===== src/rtl/hazard_ctrl_if.sv =====
// rtl/hazard_ctrl_if.sv - hazard controller bundle: hazard inputs, pipeline controls, perf counters
//   master: pipeline side, drives register/branch/imem status, receives controls
//   slave : hazard_ctrl, consumes status, drives controls, state and counters
interface hazard_ctrl_if #(
    parameter int CNT_W = 32
);
    logic [4:0]       id_rs1;
    logic [4:0]       id_rs2;
    logic             id_uses_rs2;
    logic [4:0]       ex_rd;
    logic             ex_mem_read;
    logic             mem_branch_taken;
    logic             imem_ready;
    logic             cnt_clear;
    logic             pc_write;
    logic             ifid_write_n;
    logic             ifid_flush;
    logic             idex_bubble;
    logic             exmem_flush;
    logic [1:0]       state;
    logic [CNT_W-1:0] stall_cnt;
    logic [CNT_W-1:0] flush_cnt;

    modport master (
        output id_rs1, id_rs2, id_uses_rs2, ex_rd, ex_mem_read,
               mem_branch_taken, imem_ready, cnt_clear,
        input  pc_write, ifid_write_n, ifid_flush, idex_bubble, exmem_flush,
               state, stall_cnt, flush_cnt
    );

    modport slave (
        input  id_rs1, id_rs2, id_uses_rs2, ex_rd, ex_mem_read,
               mem_branch_taken, imem_ready, cnt_clear,
        output pc_write, ifid_write_n, ifid_flush, idex_bubble, exmem_flush,
               state, stall_cnt, flush_cnt
    );
endinterface


===== src/rtl/hazard_ctrl.sv =====
// rtl/hazard_ctrl.sv - 5-stage pipeline hazard/stall controller with saturating event counters
//   clk   : pipeline clock
//   reset : synchronous, active-high
//   bus   : hazard_ctrl_if.slave (hazard status in; PC/IF-ID/ID-EX/EX-MEM controls,
//           FSM state and stall/flush counters out)
module hazard_ctrl #(
    parameter int LOAD_STALL = 1,
    parameter int CNT_W      = 32
) (
    input  logic         clk,
    input  logic         reset,
    hazard_ctrl_if.slave bus
);
    typedef enum logic [1:0] {
        RUN   = 2'd0,
        STALL = 2'd1,
        IWAIT = 2'd2
    } state_t;

    // The detection cycle is stall cycle 1 and the STALL exit cycle is the last,
    // so the down-counter starts at LOAD_STALL-2.
    localparam bit       MULTI_STALL = (LOAD_STALL > 1);
    localparam logic [1:0] STALL_INIT = MULTI_STALL ? 2'(LOAD_STALL - 2) : 2'd0;

    state_t           state_q, state_d;
    logic [1:0]       dcnt_q, dcnt_d;
    logic [CNT_W-1:0] stall_q, flush_q;
    logic             luh;
    logic             pc_write, ifid_write_n, ifid_flush, idex_bubble, exmem_flush;

    assign luh = bus.ex_mem_read && (bus.ex_rd != 5'd0) &&
                 ((bus.ex_rd == bus.id_rs1) ||
                  (bus.id_uses_rs2 && (bus.ex_rd == bus.id_rs2)));

    always_comb begin
        pc_write     = 1'b1;
        ifid_write_n = 1'b0;
        ifid_flush   = 1'b0;
        idex_bubble  = 1'b0;
        exmem_flush  = 1'b0;
        state_d      = state_q;
        dcnt_d       = dcnt_q;
        if (bus.mem_branch_taken) begin
            // Redirect wins everywhere; the younger instructions in IF/ID, ID/EX and EX/MEM are squashed.
            ifid_flush  = 1'b1;
            idex_bubble = 1'b1;
            exmem_flush = 1'b1;
            state_d     = RUN;
            dcnt_d      = 2'd0;
        end else begin
            case (state_q)
                // IWAIT with imem_ready behaves exactly like RUN, so both share this rule.
                RUN, IWAIT: begin
                    if (!bus.imem_ready) begin
                        pc_write   = 1'b0;
                        ifid_flush = 1'b1;
                        state_d    = IWAIT;
                    end else if (luh) begin
                        pc_write     = 1'b0;
                        ifid_write_n = 1'b1;
                        idex_bubble  = 1'b1;
                        if (MULTI_STALL) begin
                            state_d = STALL;
                            dcnt_d  = STALL_INIT;
                        end else begin
                            state_d = RUN;
                        end
                    end else begin
                        state_d = RUN;
                    end
                end
                STALL: begin
                    pc_write     = 1'b0;
                    ifid_write_n = 1'b1;
                    idex_bubble  = 1'b1;
                    if (dcnt_q == 2'd0) begin
                        state_d = RUN;
                    end else begin
                        dcnt_d = dcnt_q - 2'd1;
                    end
                end
                default: begin
                    state_d = RUN;
                    dcnt_d  = 2'd0;
                end
            endcase
        end
    end

    always_ff @(posedge clk) begin
        if (reset) begin
            state_q <= RUN;
            dcnt_q  <= 2'd0;
            stall_q <= '0;
            flush_q <= '0;
        end else begin
            state_q <= state_d;
            dcnt_q  <= dcnt_d;
            if (bus.cnt_clear) begin
                stall_q <= '0;
            end else if (!pc_write && (stall_q != '1)) begin
                stall_q <= stall_q + CNT_W'(1);
            end
            if (bus.cnt_clear) begin
                flush_q <= '0;
            end else if (bus.mem_branch_taken && (flush_q != '1)) begin
                flush_q <= flush_q + CNT_W'(1);
            end
        end
    end

    assign bus.pc_write     = pc_write;
    assign bus.ifid_write_n = ifid_write_n;
    assign bus.ifid_flush   = ifid_flush;
    assign bus.idex_bubble  = idex_bubble;
    assign bus.exmem_flush  = exmem_flush;
    assign bus.state        = state_q;
    assign bus.stall_cnt    = stall_q;
    assign bus.flush_cnt    = flush_q;
endmodule


===== src/flat_wrapper.sv =====
// flat-port wrapper written by rule: the top's interface ports become plain ports
module hazard_ctrl_flat 
#(
    parameter int LOAD_STALL = 1,
    parameter int CNT_W      = 32
)
  (clk, reset, bus_id_rs1, bus_id_rs2, bus_id_uses_rs2, bus_ex_rd, bus_ex_mem_read, bus_mem_branch_taken, bus_imem_ready, bus_cnt_clear, bus_pc_write, bus_ifid_write_n, bus_ifid_flush, bus_idex_bubble, bus_exmem_flush, bus_state, bus_stall_cnt, bus_flush_cnt);
  hazard_ctrl_if #(.CNT_W(CNT_W)) bus_i ();
  input  logic clk;
  input  logic reset;
  input wire logic [$bits(bus_i.id_rs1)-1:0] bus_id_rs1;
  input wire logic [$bits(bus_i.id_rs2)-1:0] bus_id_rs2;
  input wire logic [$bits(bus_i.id_uses_rs2)-1:0] bus_id_uses_rs2;
  input wire logic [$bits(bus_i.ex_rd)-1:0] bus_ex_rd;
  input wire logic [$bits(bus_i.ex_mem_read)-1:0] bus_ex_mem_read;
  input wire logic [$bits(bus_i.mem_branch_taken)-1:0] bus_mem_branch_taken;
  input wire logic [$bits(bus_i.imem_ready)-1:0] bus_imem_ready;
  input wire logic [$bits(bus_i.cnt_clear)-1:0] bus_cnt_clear;
  output wire logic [$bits(bus_i.pc_write)-1:0] bus_pc_write;
  output wire logic [$bits(bus_i.ifid_write_n)-1:0] bus_ifid_write_n;
  output wire logic [$bits(bus_i.ifid_flush)-1:0] bus_ifid_flush;
  output wire logic [$bits(bus_i.idex_bubble)-1:0] bus_idex_bubble;
  output wire logic [$bits(bus_i.exmem_flush)-1:0] bus_exmem_flush;
  output wire logic [$bits(bus_i.state)-1:0] bus_state;
  output wire logic [$bits(bus_i.stall_cnt)-1:0] bus_stall_cnt;
  output wire logic [$bits(bus_i.flush_cnt)-1:0] bus_flush_cnt;
  assign bus_i.id_rs1 = bus_id_rs1;
  assign bus_i.id_rs2 = bus_id_rs2;
  assign bus_i.id_uses_rs2 = bus_id_uses_rs2;
  assign bus_i.ex_rd = bus_ex_rd;
  assign bus_i.ex_mem_read = bus_ex_mem_read;
  assign bus_i.mem_branch_taken = bus_mem_branch_taken;
  assign bus_i.imem_ready = bus_imem_ready;
  assign bus_i.cnt_clear = bus_cnt_clear;
  assign bus_pc_write = bus_i.pc_write;
  assign bus_ifid_write_n = bus_i.ifid_write_n;
  assign bus_ifid_flush = bus_i.ifid_flush;
  assign bus_idex_bubble = bus_i.idex_bubble;
  assign bus_exmem_flush = bus_i.exmem_flush;
  assign bus_state = bus_i.state;
  assign bus_stall_cnt = bus_i.stall_cnt;
  assign bus_flush_cnt = bus_i.flush_cnt;
  hazard_ctrl #(.LOAD_STALL(LOAD_STALL), .CNT_W(CNT_W)) u_core (.clk(clk), .reset(reset), .bus(bus_i));
endmodule

===== config.mk =====
export PLATFORM = sky130hd
export DESIGN_NAME = hazard_ctrl_flat
export DESIGN_NICKNAME = d
export VERILOG_FILES = /design/src/rtl/hazard_ctrl_if.sv /design/src/rtl/hazard_ctrl.sv /design/src/flat_wrapper.sv
export SDC_FILE = /design/constraint.sdc
export NUM_CORES = 1
export LEC_CHECK = 0
export CAP_MARGIN = 20
export CORE_ASPECT_RATIO = 0.6
export CORE_MARGIN = 2
export CORE_UTILIZATION = 46
export DETAILED_ROUTE_END_ITERATION = 16
export DONT_BUFFER_PORTS = 1
export PLACE_DENSITY = 0.67
export RECOVER_POWER = 100
export SKIP_CTS_REPAIR_TIMING = 1
export SLEW_MARGIN = 5
export SYNTH_ARGS = -nofsm -noshare
export SYNTH_HDL_FRONTEND = slang
export SYNTH_SLANG_ARGS = --single-unit

===== constraint.sdc =====
create_clock -name clk -period 2.95 [get_ports clk]
set_input_delay 0.59 -clock clk [delete_from_list [all_inputs] [get_ports clk]]
set_output_delay 0.59 -clock clk [all_outputs]
set_load 0.01 [all_outputs]

Yosys cells after proc, flatten, opt, wreduce, memory -nomap -nowiden
Cells that the tools add are included.
Widths: inputs -> output; s select.

operators by class
  $add $sub $neg = 3
  multipliers = 0
  div/mod/pow operators = 0
  order comparisons = 0
  equal/unequal tests = 8
  shift-type cells = 0
  mux-type cells = 18
  bitwise gates (word level) = 1
  reduce and logical (&&, ||, !) cells = 14

operators by type and width
  cell                   number
  $add 32x1->32 const B  2
  $ne 32x32->1 const B   2
  $mux 1                 11
  $eq 5x5->1             2
  $pmux 2 s2             2
  $mux 2                 3
  $reduce_or 2->1        3
  $logic_and 1x1->1      5
  $reduce_bool 5->1      1
  $logic_not 2->1        2
  $pmux 1 s2             2
  $eq 2x1->1 const B     1
  $eq 2x2->1 const B     1
  $ne 2x1->1 const B     1
  $ne 2x2->1 const B     1
  $reduce_and 2->1       1
  $sub 2x1->2 const B    1
  $logic_not 1->1        1
  $logic_or 1x1->1       1
  $not 1->1              1

word-level totals
  register bits = 68
  latch bits = 0
  memory bits (writable) = 0
  memory bits (read-only) = 0
  bits of input ports = 22
  output and inout port bits = 71
  logic and storage cells = 48
  memories = 0

Depth between registers and ports, before layout
Gate-level depths: netlist of run 1.

  word-level depth = 10
  gate-level depth with buffers = 9
  mapped depth without buffers = 7

Worst setup path before layout of run 1
OpenSTA, ideal clock, no wires.

  path type = input -> output
  start point = in bus_ex_rd[0]
  end point = out bus_pc_write
  arrival = 1.996 ns
  required time = 2.360 ns
  path slack = 0.364 ns
  stages = 7
  path buffers = 2
  cell sequence = or4_1 -> o21ai_0 -> nor2_1 -> a21o_1 -> inv_2 -> buf_4 -> buf_4

on the way
  word-level cells in the longest chain between the ends = 8
  elaborated cells on any way between the ends = 11
  classes of those cells = 2 x eq/ne; 4 x mux; 5 x reduce/logical

RTL lines
  item                 RTL line            source
  start: declaration   flat_wrapper.sv:14  input wire logic [$bits(bus_i.ex_rd)-1:0] bus_ex_rd;
  $eq 5x5->1           hazard_ctrl.sv:33   (bus.id_uses_rs2 && (bus.ex_rd == bus.id_rs2)));
  $logic_and 1x1->1    hazard_ctrl.sv:33
  $logic_or 1x1->1     hazard_ctrl.sv:32   ((bus.ex_rd == bus.id_rs1) ||
  $logic_and 1x1->1 *  hazard_ctrl.sv:31   assign luh = bus.ex_mem_read && (bus.ex_rd != 5'd0) &&
  $mux 1 *             hazard_ctrl.sv:58   end else if (luh) begin
  $mux 1 *             hazard_ctrl.sv:54   if (!bus.imem_ready) begin
  $pmux 1 s2 *         hazard_ctrl.sv:51   case (state_q)
  $mux 1 *             hazard_ctrl.sv:43   if (bus.mem_branch_taken) begin
  end: declaration     flat_wrapper.sv:19  output wire logic [$bits(bus_i.pc_write)-1:0] bus_pc_write;

Mark *: on every way between the ends. The rest lies on a longest branch, timed or not.

Worst setup path in the final report of run 1
Ends and elaborated chain as after synthesis.

==> results.cfg, run 1 <==
[run_status]
status = finished, final reports clean

[pwr]
p_sw_uw = 440
power_frac_seq_pct = 43.9
combPwrFrac_pct = 3.4
ir_worst_vdd_mv = 0.277
netSwitchingFraction_pct = 21.9
p_int_uw = 1570
clock_power_share_pct = 52.7
leakage_uw = 0.00112
p_per_area_nw_per_um2 = 520

[placement]
gp_congestion = 0.806
port_buffers = 0
place_hpwl_um = 6880

[setup_path]
crit_arrival_ps = 1900
start_kind = primary input
cp_slowest_cell = or4_1
critical_path.max_stage_delay_ps = 500
worstPathMaxFanout = 5
worstSetupPathType = in -> out
path_cells = or4_1, o21ai_0, nor2_1, a21o_1, inv_1
cp-end-kind = output port
required_ps = 2360

[clock_network]
clk_pin_slew_ps = 50
root_buffer = clkbuf_16
cts_tree = done
cts.sinks = 65
htree_levels = 3
insertion_delay_ps = 330
cts_buffer_depth = 2
cts_made_buffers = 9

[logic_synthesis]
yosys_warnings = 0
synth-edff-count = 0
synth_fa_ha_area_share_pct = 0.709
synth-seq-cells = 65
ys_types = 47
synth_simple_gate_area_share_pct = 33.4
synth_top_family_by_area = simple AND/OR/NAND/NOR gates
synthArstFlopShare_pct = 0
syn_avg_cell_area_um2 = 8.17
netlist_area_um2 = 3530
synth_compound_area_share_pct = 13.5
ys_seq_area_share_pct = 36.9
synth_fp_nets = 456
synthMuxAreaShare_pct = 0.851
synth_ff_type = dfxtp_1
syn_inst = 432
synth_xor_area_share_pct = 9.43

[die]
coreArea_um2 = 7360
fp.dieH_um = 71.8
fp.dieW_um = 117
fp-row-count = 24
die_area_um2 = 8410
ios = 93
initial_core_util_pct = 48.0

[cells_and_area]
nNetsFinal = 450
drive_above_1_share_pct = 7.19
diodes = 0
syn2layout_area_growth_pct = 9.68
fin_util_pct = 52.6

[timing]
hold_viol = 0
drv_slew = 0
final.setup.tns_ps = 0
relSlewSlack_pct = 53.4
fin_skew_ps = 5.83
period_needed_ps = 2490
min_period_over_period_pct = 84.4
rsz0062_at_grt = no
finalSetupViolCount = 0
worstMarginPinSlew_ps = 695
clock.fmax_ghz = 0.401

[detailed_routing]
post-route-drc-count = 0
wire_per_inst_um = 17.9
viasPerCell = 6.20
ant_nets = 0
vias = 3317
drtIter0Drc = 252
finalWirelength_um = 9550
first_pass_iters = 5

[worst_hold_path]
hold_class = in -> reg

[global_route]
grt_pass1_vias = 2917
grt_max_degree = 32
grt_pass1_wl_um = 15000
grt.overflow.total = 0
antenna_found_initial = 0
grt_use_total_pct = 23.2

[flow_run]
cap_violations = 0
Yosys cell counts, types with 9 or more instances:
cell type   n  area share, %
a21oi_1    23            3.3
and4_1     11            2.7
clkbuf_1   13            1.4
dfxtp_1    65             37
nand2_1    33            3.5
nand3_1    27            3.8
nand4_1    20            3.5
nor2_1     44            4.7
nor3_1     16            2.3
nor4_1     10            1.8
o21ai_0     9            1.3
o31ai_1    16            3.4
or3_1      14            2.5
or4_1      16            3.4
xnor2_1    29            7.2
xor2_1      9            2.2
flip-flops by register name, indices dropped and copies added (netlist names):
| register | count |
|---|---|
| u_core.bus.state | 1 |
| u_core.bus.flush_cnt | 32 |
| u_core.bus.stall_cnt | 32 |
worst max-delay path, delay by kind of cell:
| family | cells | cell delay (ps) |
|---|---|---|
| buffers and inverters | 1 | 170 |
| AO/OA/AOI/OAI | 2 | 560 |
| AND/OR/NAND/NOR | 2 | 580 |
power by group through the flow:
stage | logic [uW] | registers (uW) | clock network [uW]
2_1_floorplan | 61.5 | 902 | 0
3_3_place_gp | 67.5 | 903 | 0
3_5_place_dp | 68.9 | 903 | 0
4_1_cts | 69.2 | 884 | 1080
5_1_grt | 76.6 | 884 | 1120
6_report | 68.6 | 884 | 1060
cells by family after synthesis:
kind of cell / Yosys count
AOI/OAI and AO/OA: 73
xor gates and xnor gates: 38
muxes: 3
DFF: 65
adders and majority gates: 2
and+or+nand+nor: 216
other: 1
buffers and inverters: 34
path summary, 6_finish.rpt:
path | slack, ps | depth (start not counted) | endpoint | from
min | 320 | 1 | u_core.bus.state[1] | bus_imem_ready
max | 460 | 5 | bus_pc_write | bus_ex_rd[0]
max reg2reg | 480 | 6 | u_core.bus.stall_cnt[28] | u_core.bus.stall_cnt[8]
min reg2reg | 550 | 2 | u_core.bus.stall_cnt[10] | u_core.bus.stall_cnt[10]
through the flow:
stage | instances | total power [uW] | setup slack, ps | hold WS [ps] | area [um^2]
3_5_place_dp | 519 | 972 | 430 | 538 | 3580
3_3_place_gp | 519 | 970 | 466 | 523 | 3580
6_report | 535 | 2010 | 459 | 325 | 3870
4_1_cts | 535 | 2030 | 488 | 312 | 3880
5_1_grt | 535 | 2080 | 237 | 308 | 3870
2_1_floorplan | 432 | 964 | 364 | 504 | 3530
layout by cell type (no fill, tap or decap), drive strengths merged, types with 3 or more instances in the layout:
master | netlist | routed
dfxtp | 65 | 65
nor2 | 44 | 44
nand2 | 34 | 34
xnor2 | 29 | 29
nand3 | 27 | 27
a21oi | 23 | 23
nand4 | 20 | 20
or4 | 16 | 16
nor3 | 16 | 16
o31ai | 16 | 16
or3 | 14 | 14
clkbuf | 17 | 13
and4 | 12 | 12
o21ai | 10 | 10
nor4 | 10 | 10
xor2 | 9 | 9
inv | 8 | 8
and2 | 7 | 7
o31a | 6 | 6
o21a | 6 | 6
buf | 9 | 6
and3 | 5 | 5
nor4b | 4 | 4
clkinv | 0 | 4
or2 | 3 | 3
mux2i | 3 | 3
cell type report:
| type | count | area (um^2) |
|---|---|---|
| clock buffers | 10 | 239 |
| clock inverters | 6 | 57.6 |
| fillers | 696 | 3490 |
| inverters | 8 | 30.0 |
| multi-input cells | 333 | 2050 |
| flip-flops and latches | 65 | 1300 |
| well taps | 104 | 130 |
| repair buffers | 9 | 58.8 |
per-layer routing:
layer / vias to the layer above / routed length, um / share of wire [%] / GRT usage [%]
met1: 1594 / 4590 / 48 / 33.6
met5: - / 0 / 0 / 0
met3: 6 / 978 / 10 / 9.81
met4: 0 / 56 / 0.59 / 5.62
met2: 141 / 3930 / 41 / 31.7
li1: 1576 / - / - / -
(Power assumes the default switching activity.)
==> inputs of run 2 (changes only) <==
Clock period 2.95 ns to 2.4 ns, I/O delays scaled along.
==> run 2 against run 1 <==
- register-to-register slack got worse by 330 ps
- clock-buffer cell count increased by 1
- clock skew increased by 0.58 ps
- die area unchanged
- sequential share of layout area decreased by 1.3 points
- largest cell class unchanged
- highest routed layer unchanged
==> results.cfg, run 2 (same netlist as run 1, synthesis figures left out) <==
[detailed_routing]
finalWirelength_um = 10000
first_pass_iters = 4
ant_nets = 0
wire_per_inst_um = 17.7
vias = 3450
post-route-drc-count = 0
drtIter0Drc = 306
viasPerCell = 6.10

[setup_path]
crit_arrival_ps = 2450
crit_family = simple AND/OR/NAND/NOR gates
worstPathMaxFanout = 16
path_buf_inv = 2
path_cells = ha_1, inv_1, or3_1, nor4_2, clkbuf_2, nor4_1, mux2i_1
cp-end-kind = flop
critical_path.max_stage_delay_ps = 450
worstSetupPathType = reg -> reg
cp_slowest_cell = ha_1
crit_cells = 7
cp-startpoint = u_core.bus.stall_cnt[0]
start_kind = flop
crit_path_end = u_core.bus.stall_cnt[10]
crit-reg2reg-launch = u_core.bus.stall_cnt[0]
reg2reg_depth = 7
required_ps = 2600
reg2reg_slack_ps = 150
rr_endpoint = u_core.bus.stall_cnt[10]

[timing]
hold_viol = 0
fin_skew_ps = 6.41
drv_slew = 0
finalSetupViolCount = 0
worstMarginPinSlew_ps = 609
relSlewSlack_pct = 59.4
rsz0062_at_grt = no
final.setup.tns_ps = 0
min_period_over_period_pct = 93.7
clock.fmax_ghz = 0.445
period_needed_ps = 2250

[clock_network]
cts.sinks = 65
cts_tree = done
clk_pin_slew_ps = 50
insertion_delay_ps = 340
cts_made_buffers = 9
cts_buffer_depth = 2
htree_levels = 3
root_buffer = clkbuf_16

[cells_and_area]
syn2layout_area_growth_pct = 14.0
layout_commonest_cell = dfxtp_1
drive_above_1_share_pct = 8.01
diodes = 0
nNetsFinal = 481
n_fill_cell = 706
seqCellArea_um2 = 1300
multi_input_area_um2 = 2060
layout_common_cells = dfxtp_1, nor2_1, nand2_1

[pwr]
clock_power_share_pct = 52.8
p_per_area_nw_per_um2 = 620
leakage_uw = 0.00117
total_power_uw = 2490
ir_worst_vdd_mv = 0.385
p_int_uw = 1940
netSwitchingFraction_pct = 22.1
combPwrFrac_pct = 3.7
p_sw_uw = 551
power_frac_seq_pct = 43.5

[worst_hold_path]
hold_class = in -> reg
min_from = bus_imem_ready

[global_route]
grt_use_total_pct = 24.6
grt.overflow.total = 0
grt_pass1_vias = 3220
antenna_found_initial = 0
grt_pass1_wl_um = 15900
grt_max_degree = 50

[placement]
port_buffers = 0
place_hpwl_um = 7260
gp_congestion = 0.815

[run_status]
status = finished, final reports clean

[flow_run]
cap_violations = 0

[die]
fp-row-count = 24
fp.dieW_um = 117
die_area_um2 = 8410
initial_core_util_pct = 48.0
coreArea_um2 = 7360
fp.dieH_um = 71.8
ios = 93
==> run 2: cell count changes in the layout (fill, tap and decap cells not counted), sizes merged <==
| cell | before | now |
|---|---|---|
| clkbuf | 13 | 42 |
| clkinvlp | 1 | 2 |
| clkinv | 4 | 2 |
| buf | 6 | 9 |
==> run 2: power by group through the flow <==
| stage | clock [uW] | combinational (uW) | sequential [uW] |
|---|---|---|---|
| after detailed placement | 0 | 95.3 | 1110 |
| final | 1320 | 91.2 | 1080 |
| after floorplan | 0 | 75.6 | 1110 |
| after global placement | 0 | 93.2 | 1110 |
| after CTS | 1340 | 95.8 | 1080 |
| after global routing | 1380 | 102 | 1080 |
==> run 2: routing by layer <==
layer	part of all wire [%]	global-route usage, %
met5	0	0
met4	1.3	6.93
met3	11	9.90
met2	40	34.9
met1	47	34.4
==> run 2: how the worst min path moves through the flow <==
stage,to,slack (ps),depth (start not counted)
after global placement,u_core.bus.stall_cnt[12],540,2
after detailed placement,u_core.bus.stall_cnt[12],540,2
after global routing,u_core.bus.state[1],210,1
final,u_core.bus.state[1],210,1
after CTS,u_core.bus.state[1],210,1
after floorplan,u_core.bus.stall_cnt[28],500,2
==> run 2: metrics by stage <==
stage	utilization (%)	hold WS (ps)	area, um^2	instances	setup WS, ps
2_1_floorplan	-	504	3530	432	33.7
3_3_place_gp	52.2	540	3840	550	159
3_5_place_dp	52.2	543	3840	550	145
4_1_cts	56.2	205	4140	566	158
5_1_grt	54.7	206	4020	566	8.46
6_report	54.7	211	4020	566	152
==> run 2: area by class of cell <==
class | instances | area share, %
sequential | 65 | 32.4
multi-input combinational | 333 | 51.2
clock buffer | 11 | 6.04
clock inverter | 5 | 1.37
timing repair buffer | 40 | 5.07
tap | 104 | 3.24
inverter | 8 | 0.747
==> inputs of run 3 (changes only) <==
Settings changed: SLEW_MARGIN 5 to 30, TNS_END_PERCENT from default to 1.
==> results of run 3 <==
No change in the layout: final DEF, timing and power equal those of run 2.
